--- src/rtl/tt_vpu_issue_stage.sv ---
// rtl/tt_vpu_issue_stage.sv - OVI issue FIFO consumer feeding the Ocelot VPU
//
// Purpose:
//   Pops senior instructions from the OVI issue FIFO into a 2-entry in-order
//   skid buffer and presents the buffer head to the VPU with valid/ready.
//   It returns one issue credit per pop and caps the number of instructions
//   that have been popped but not yet completed at MAX_OUTSTANDING.
//   Completions are reported in program order. The sb_id of each accepted
//   instruction is queued and then retired on each vpu_done.
//
// Ports:
//   clk, reset_n                      clock, synchronous active-low reset
//   fifo_read_valid / fifo_read_req   FIFO head valid / pop (combinational)
//   fifo_inst .. fifo_vcsr_lmulb2     FIFO head fields
//   vpu_valid / vpu_ready             VPU handshake
//   vpu_inst .. vpu_vcsr_lmulb2       buffer-head fields to the VPU
//   vpu_done, vpu_done_fflags,
//   vpu_done_illegal                  completion of oldest accepted instruction
//   completed_valid, completed_sb_id,
//   completed_fflags,
//   completed_illegal                 registered completion report to OVI
//   issue_credit                      registered pulse, one per pop
//   outstanding                       popped-not-completed count
//   err_done_underflow                sticky: vpu_done with empty completion queue
module tt_vpu_issue_stage #(
  parameter int MAX_OUTSTANDING = 8,
  localparam int OW = $clog2(MAX_OUTSTANDING + 1)
) (
  input  logic          clk,
  input  logic          reset_n,
  input  logic          fifo_read_valid,
  output logic          fifo_read_req,
  input  logic [31:0]   fifo_inst,
  input  logic [4:0]    fifo_sb_id,
  input  logic [63:0]   fifo_scalar_opnd,
  input  logic [39:0]   fifo_vcsr,
  input  logic          fifo_vcsr_lmulb2,
  output logic          vpu_valid,
  input  logic          vpu_ready,
  output logic [31:0]   vpu_inst,
  output logic [4:0]    vpu_sb_id,
  output logic [63:0]   vpu_scalar_opnd,
  output logic [39:0]   vpu_vcsr,
  output logic          vpu_vcsr_lmulb2,
  input  logic          vpu_done,
  input  logic [4:0]    vpu_done_fflags,
  input  logic          vpu_done_illegal,
  output logic          completed_valid,
  output logic [4:0]    completed_sb_id,
  output logic [4:0]    completed_fflags,
  output logic          completed_illegal,
  output logic          issue_credit,
  output logic [OW-1:0] outstanding,
  output logic          err_done_underflow
);

  localparam int AW = $clog2(MAX_OUTSTANDING);
  localparam int EW = 32 + 5 + 64 + 40 + 1;
  localparam logic [OW-1:0] MAX_CNT = OW'(MAX_OUTSTANDING);

  // Skid buffer
  logic [EW-1:0] r_buf [2];
  logic          r_buf_rd;
  logic          r_buf_wr;
  logic [1:0]    r_buf_cnt;

  // Completion queue. The pointers carry an extra phase bit so that equal
  // pointers mean empty and pointers differing only in phase mean full.
  logic [4:0]    r_cq [MAX_OUTSTANDING];
  logic [AW:0]   r_cq_wr;
  logic [AW:0]   r_cq_rd;

  logic [OW-1:0] r_outstanding;
  logic          r_cmp_valid;
  logic [4:0]    r_cmp_sb_id;
  logic [4:0]    r_cmp_fflags;
  logic          r_cmp_illegal;
  logic          r_credit;
  logic          r_err;

  logic          w_pop;
  logic          w_accept;
  logic          w_cq_empty;
  logic          w_done_ok;
  logic [EW-1:0] w_head;

  // The reset_n term keeps the FIFO from popping while in reset, because
  // the FIFO acts on req alone.
  assign w_pop      = reset_n && fifo_read_valid && (r_buf_cnt != 2'd2) &&
                      (r_outstanding < MAX_CNT);
  assign w_accept   = vpu_valid && vpu_ready;
  assign w_cq_empty = (r_cq_wr == r_cq_rd);
  // A done that arrives with an empty queue is an underflow. This holds even
  // when an accept pushes in the same cycle.
  assign w_done_ok  = vpu_done && !w_cq_empty;
  assign w_head     = r_buf[r_buf_rd];

  assign fifo_read_req = w_pop;
  assign vpu_valid     = (r_buf_cnt != 2'd0);
  assign {vpu_inst, vpu_sb_id, vpu_scalar_opnd, vpu_vcsr, vpu_vcsr_lmulb2} = w_head;

  assign completed_valid    = r_cmp_valid;
  assign completed_sb_id    = r_cmp_sb_id;
  assign completed_fflags   = r_cmp_fflags;
  assign completed_illegal  = r_cmp_illegal;
  assign issue_credit       = r_credit;
  assign outstanding        = r_outstanding;
  assign err_done_underflow = r_err;

  always_ff @(posedge clk) begin
    if (!reset_n) begin
      for (int i = 0; i < 2; i++) r_buf[i] <= '0;
      for (int i = 0; i < MAX_OUTSTANDING; i++) r_cq[i] <= '0;
      r_buf_rd      <= 1'b0;
      r_buf_wr      <= 1'b0;
      r_buf_cnt     <= 2'd0;
      r_cq_wr       <= '0;
      r_cq_rd       <= '0;
      r_outstanding <= '0;
      r_cmp_valid   <= 1'b0;
      r_cmp_sb_id   <= '0;
      r_cmp_fflags  <= '0;
      r_cmp_illegal <= 1'b0;
      r_credit      <= 1'b0;
      r_err         <= 1'b0;
    end else begin
      if (w_pop) begin
        r_buf[r_buf_wr] <= {fifo_inst, fifo_sb_id, fifo_scalar_opnd, fifo_vcsr, fifo_vcsr_lmulb2};
        r_buf_wr        <= ~r_buf_wr;
      end
      if (w_accept) r_buf_rd <= ~r_buf_rd;
      case ({w_pop, w_accept})
        2'b10:   r_buf_cnt <= r_buf_cnt + 2'd1;
        2'b01:   r_buf_cnt <= r_buf_cnt - 2'd1;
        default: r_buf_cnt <= r_buf_cnt;
      endcase

      if (w_accept) begin
        r_cq[r_cq_wr[AW-1:0]] <= vpu_sb_id;
        r_cq_wr               <= r_cq_wr + 1'b1;
      end
      if (w_done_ok) r_cq_rd <= r_cq_rd + 1'b1;

      // The pop gate at MAX_CNT and the non-empty queue gate on done keep
      // this counter in range without saturation logic.
      case ({w_pop, w_done_ok})
        2'b10:   r_outstanding <= r_outstanding + 1'b1;
        2'b01:   r_outstanding <= r_outstanding - 1'b1;
        default: r_outstanding <= r_outstanding;
      endcase

      r_cmp_valid   <= w_done_ok;
      r_cmp_sb_id   <= w_done_ok ? r_cq[r_cq_rd[AW-1:0]] : 5'd0;
      r_cmp_fflags  <= w_done_ok ? vpu_done_fflags : 5'd0;
      r_cmp_illegal <= w_done_ok && vpu_done_illegal;
      r_credit      <= w_pop;
      if (vpu_done && w_cq_empty) r_err <= 1'b1;
    end
  end

endmodule

--- config.mk ---
export PLATFORM = sky130hd
export DESIGN_NAME = tt_vpu_issue_stage
export DESIGN_NICKNAME = d
export VERILOG_FILES = /design/src/rtl/tt_vpu_issue_stage.sv
export SDC_FILE = /design/constraint.sdc
export NUM_CORES = 1
export LEC_CHECK = 0
export BUFFER_PORTS_ARGS = -buffer_cell sky130_fd_sc_hd__buf_2
export CAP_MARGIN = 5
export CORE_AREA = 4 4 221 137
export DETAILED_ROUTE_END_ITERATION = 7
export DIE_AREA = 0 0 225 141
export PLACE_DENSITY = 0.79
export SLEW_MARGIN = 15
export SYNTH_ARGS = -nofsm -noshare
export SYNTH_HDL_FRONTEND = slang
export SYNTH_SLANG_ARGS = --single-unit
--- constraint.sdc ---
create_clock -name clk -period 13.14 [get_ports clk]
set_input_delay 0.657 -clock clk [delete_from_list [all_inputs] [get_ports clk]]
set_output_delay 0.657 -clock clk [all_outputs]
set_load 0.01 [all_outputs]
==> metrics.txt <==
Cell Count Post-Placement around 1700; worst vdd ir between 100 and 150 uV; cell count after synthesis 1045; H-tree levels 2; fraction of the mapped netlist area in adder cells less than 1%; worst endpoint data arrival time between 4 and 5 ns; critical path, cell by cell buf_2 > and3b_1 > nand2_1 > clkinv_2 > nand2_1 > nand2_4 > buf_4; flops & latches, synth roughly 360; Final Slew Violations 0; number of warnings reported in the yosys synthesis log 0; area share of and/or/nand/nor cells after synthesis approximately 15%; Routed WL per cell 20.7 um; sequential-to-total area share from yosys stat just under 70%; final number of setup-violating endpoints 0; fraction of power spent switching nets between 20% and 30%; die width approximately 230 um; number of global-route vias before repair ~10000; proportion of synthesized flip-flops having asynchronous set or reset 0%; post-route fraction of the period consumed by the critical path 31.8%; synth top area cells sky130_fd_sc_hd__edfxtp_1 64%, sky130_fd_sc_hd__mux2_2 10%, sky130_fd_sc_hd__and3_1 6.1%; Mapped Nets around 1200; final hold slack 0.390 ns; Leak 7.92 nW; Critical Path Start Type input port; RSZ-0062 raised after global routing false; total gr overflow 0; net switching component of the power 0.000968 W; min cycle time layout ~4.2 ns; power density over the cells about 180 nW/um2; kind of capture point of the worst setup path flip-flop; max-slew headroom at the worst pin between 20% and 30%; Post-Syn Area per Cell around 15 um2; initial core utilization 54.0%; CP Class in -> reg; Clock Power Share between 20% and 30%; clock transition at the registers of the reported paths approximately 0.060 ns; antenna violations before repair 7; top-level port count between 300 and 400; area of the core ~28000 um2; non-filler instance count after layout 1731; number of hold buffers added after CTS 0; cell accounting for the most synthesized area sky130_fd_sc_hd__edfxtp_1; clock tree sinks between 300 and 400; design area approximately 18000 um2; number of nets in the layout 1487; biggest cell delay along the critical path 0.98 ns; clock tree from TritonCTS done; post-synthesis mux area share between 10% and 20%; highest achievable clock rate ~240 MHz; detailed router's first-iteration violation count a little under 800; maximum number of pins on one net before global-route repair approximately 110; clk_lat worst skew ~0.51 ns; share of total power in sequential cells between 40 and 50%; dominant combinational cell family by area after synthesis simple AND/OR/NAND/NOR gates; first-pass GRT wire length roughly 55 mm; class of the tightest hold or removal check in -> reg; clock tree skew after final layout 0.0132 ns; remaining antenna violation count after routing 0; post-synth top area share 63.7%; fill count 2099; overall die area ~32000 um2; commonest register cell after synthesis sky130_fd_sc_hd__edfxtp_1; Crit path buffers/inverters 3; area growth from synthesis to layout 19.0%; Post-synth EDFFs 324; placer's final routability congestion estimate roughly 0.82; Sum Neg Setup Slack 0 ns; half-perimeter wire length of the detailed placement result approximately 23 mm; Logic pwr share approximately 25%; GR Util All Layers roughly 22%; number of gates resized after CTS 0; cell at the slowest stage of the critical path sky130_fd_sc_hd__buf_4; cts bufs inserted 35; number of buffers added on ports around 310; status completed; cell family with most CP delay buffers and inverters; cell area after placement ~17000 um2; actual transition at the worst max-transition pin 1.14 ns; count of different cell masters after synthesis 45; via count normalized by instance count ~5.5; worst endpoint required time around 13 ns; clock root cell sky130_fd_sc_hd__clkbuf_16; DR DRC count 0; site row count 48; design internal power between 0.002 and 0.0025 W; Compound-Gate Fraction of Synth Area under 10%; total iterations of the first detailed-routing run 5; number of vias in the routed layout between 9000 and 10000; number of hold violations in the final report 0; number of max-cap violations 0; worst-path fanout max 84; buffers inserted during post-CTS setup optimization 0; cell repeated most along the worst path sky130_fd_sc_hd__nand2_1; drt total wl 35.9 mm; worst-case clock buffer depth 3; floorplan die height roughly 140 um; synthesized-area fraction occupied by xor and xnor cells less than 1%; layout cell share with drive strength beyond 1 between 30% and 40%; combined area of all synthesized cells ~15000 um2
## placed cells by master (no fill, tap or decap), drive strengths merged, types with 12 or more instances in the layout
cell type / instances
and2: 142
and3: 150
buf: 322
clkbuf: 47
clkinv: 15
dfxtp: 31
edfxtp: 324
mux2: 137
mux2i: 12
nand2: 24
nor2: 57
## cells by family (layout without fill, tap and decap cells)
| family | count (synthesis) | count (layout) |
|---|---|---|
| buf+inv | 88 | 397 |
| flops | 355 | 355 |
| other cells | 0 | 2 |
| fa+ha+maj | 5 | 5 |
| compound gates | 25 | 25 |
| simple gates | 400 | 400 |
| mux | 159 | 159 |
| xor+xnor | 13 | 13 |
## routing by layer
metal / share of wire (%) / global-route usage (%) / wire length [um] / up-vias
met2: 47 / 35.0 / 16900 / 343
met5: 0.21 / 0 / 76 / -
met1: 42 / 30.2 / 14900 / 4728
met4: 2.3 / 5.80 / 814 / 12
met3: 8.9 / 6.64 / 3210 / 79
li1: - / - / - / 4396
## registers in the layout (all words and copies together), names as in the netlist, named ones only
name                cells
r_cq_wr                 4
r_buf_rd                1
completed_valid         1
completed_illegal       1
r_cq_rd                 4
r_cq                   40
outstanding             4
err_done_underflow      1
completed_sb_id         5
r_buf                 284
r_buf_cnt               2
completed_fflags        5
issue_credit            1
r_buf_wr                1
## path summary, 6_finish.rpt
check                                        start  slack [ns]                  end  cells past startpoint
worst max-delay path                       reset_n        8.96         r_buf[1][57]                      7
worst min-delay path            vpu_done_fflags[3]        0.39  completed_fflags[3]                      2
worst max register to register      outstanding[3]        9.21         r_buf[1][57]                      6
worst min register to register  err_done_underflow        0.48   err_done_underflow                      2
## final cells by class
type | instances | area (um2) | share of cell area (%)
Clock inverter | 15 | 115 | 0.633
Sequential cell | 355 | 10400 | 57.0
Antenna cell | 2 | 5.00 | 0.0275
Inverter | 13 | 50.0 | 0.275
Timing Repair Buffer | 322 | 1630 | 8.97
Tap cell | 375 | 469 | 2.58
Clock buffer | 47 | 973 | 5.35
Multi-Input combinational cell | 602 | 4580 | 25.2
## through the flow
step / utilization (%) / setup slack [ns] / power, W
detailed placement: 60.4 / 8.37 / 0.00236
CTS: 64.3 / 8.91 / 0.00333
floorplan: - / 1.38 / 0.00206
finish: 64.3 / 8.96 / 0.00330
global placement: 60.4 / 8.51 / 0.00234
global route: 64.3 / 8.67 / 0.00345
## worst register-to-register path, cell delays in order (launching register included)
cell and delay, ns:
sky130_fd_sc_hd__dfxtp_1 0.36, sky130_fd_sc_hd__and3b_1 0.28, sky130_fd_sc_hd__nand2_1 0.25, sky130_fd_sc_hd__clkinv_2 0.69, sky130_fd_sc_hd__nand2_1 0.22, sky130_fd_sc_hd__nand2_4 0.68
sky130_fd_sc_hd__buf_4 0.99
## cells in the mapped netlist, types with 4 or more instances
cell / count
sky130_fd_sc_hd__buf_2: 20
sky130_fd_sc_hd__clkbuf_1: 50
sky130_fd_sc_hd__nor2_1: 56
sky130_fd_sc_hd__edfxtp_1: 324
sky130_fd_sc_hd__xnor2_1: 5
sky130_fd_sc_hd__and3_1: 150
sky130_fd_sc_hd__o21ai_0: 5
sky130_fd_sc_hd__mux2i_1: 12
sky130_fd_sc_hd__ha_1: 5
sky130_fd_sc_hd__or3_1: 4
sky130_fd_sc_hd__nand3_1: 7
sky130_fd_sc_hd__mux2_2: 137
sky130_fd_sc_hd__xor2_1: 7
sky130_fd_sc_hd__inv_1: 10
sky130_fd_sc_hd__dfxtp_1: 31
sky130_fd_sc_hd__nand2_1: 24
sky130_fd_sc_hd__a21oi_1: 10
sky130_fd_sc_hd__and2_1: 142
sky130_fd_sc_hd__mux4_2: 10
sky130_fd_sc_hd__nor4_1: 4
## power by group through the flow
stage	logic (W)	registers (W)	clock network [W]
2_1_floorplan	0.000562	0.00150	0
3_3_place_gp	0.000819	0.00152	0
3_5_place_dp	0.000830	0.00153	0
4_1_cts	0.000837	0.00151	0.000982
5_1_grt	0.000895	0.00153	0.00103
6_report	0.000829	0.00151	0.000964
No activity file was read; power rests on OpenSTA's default activity.
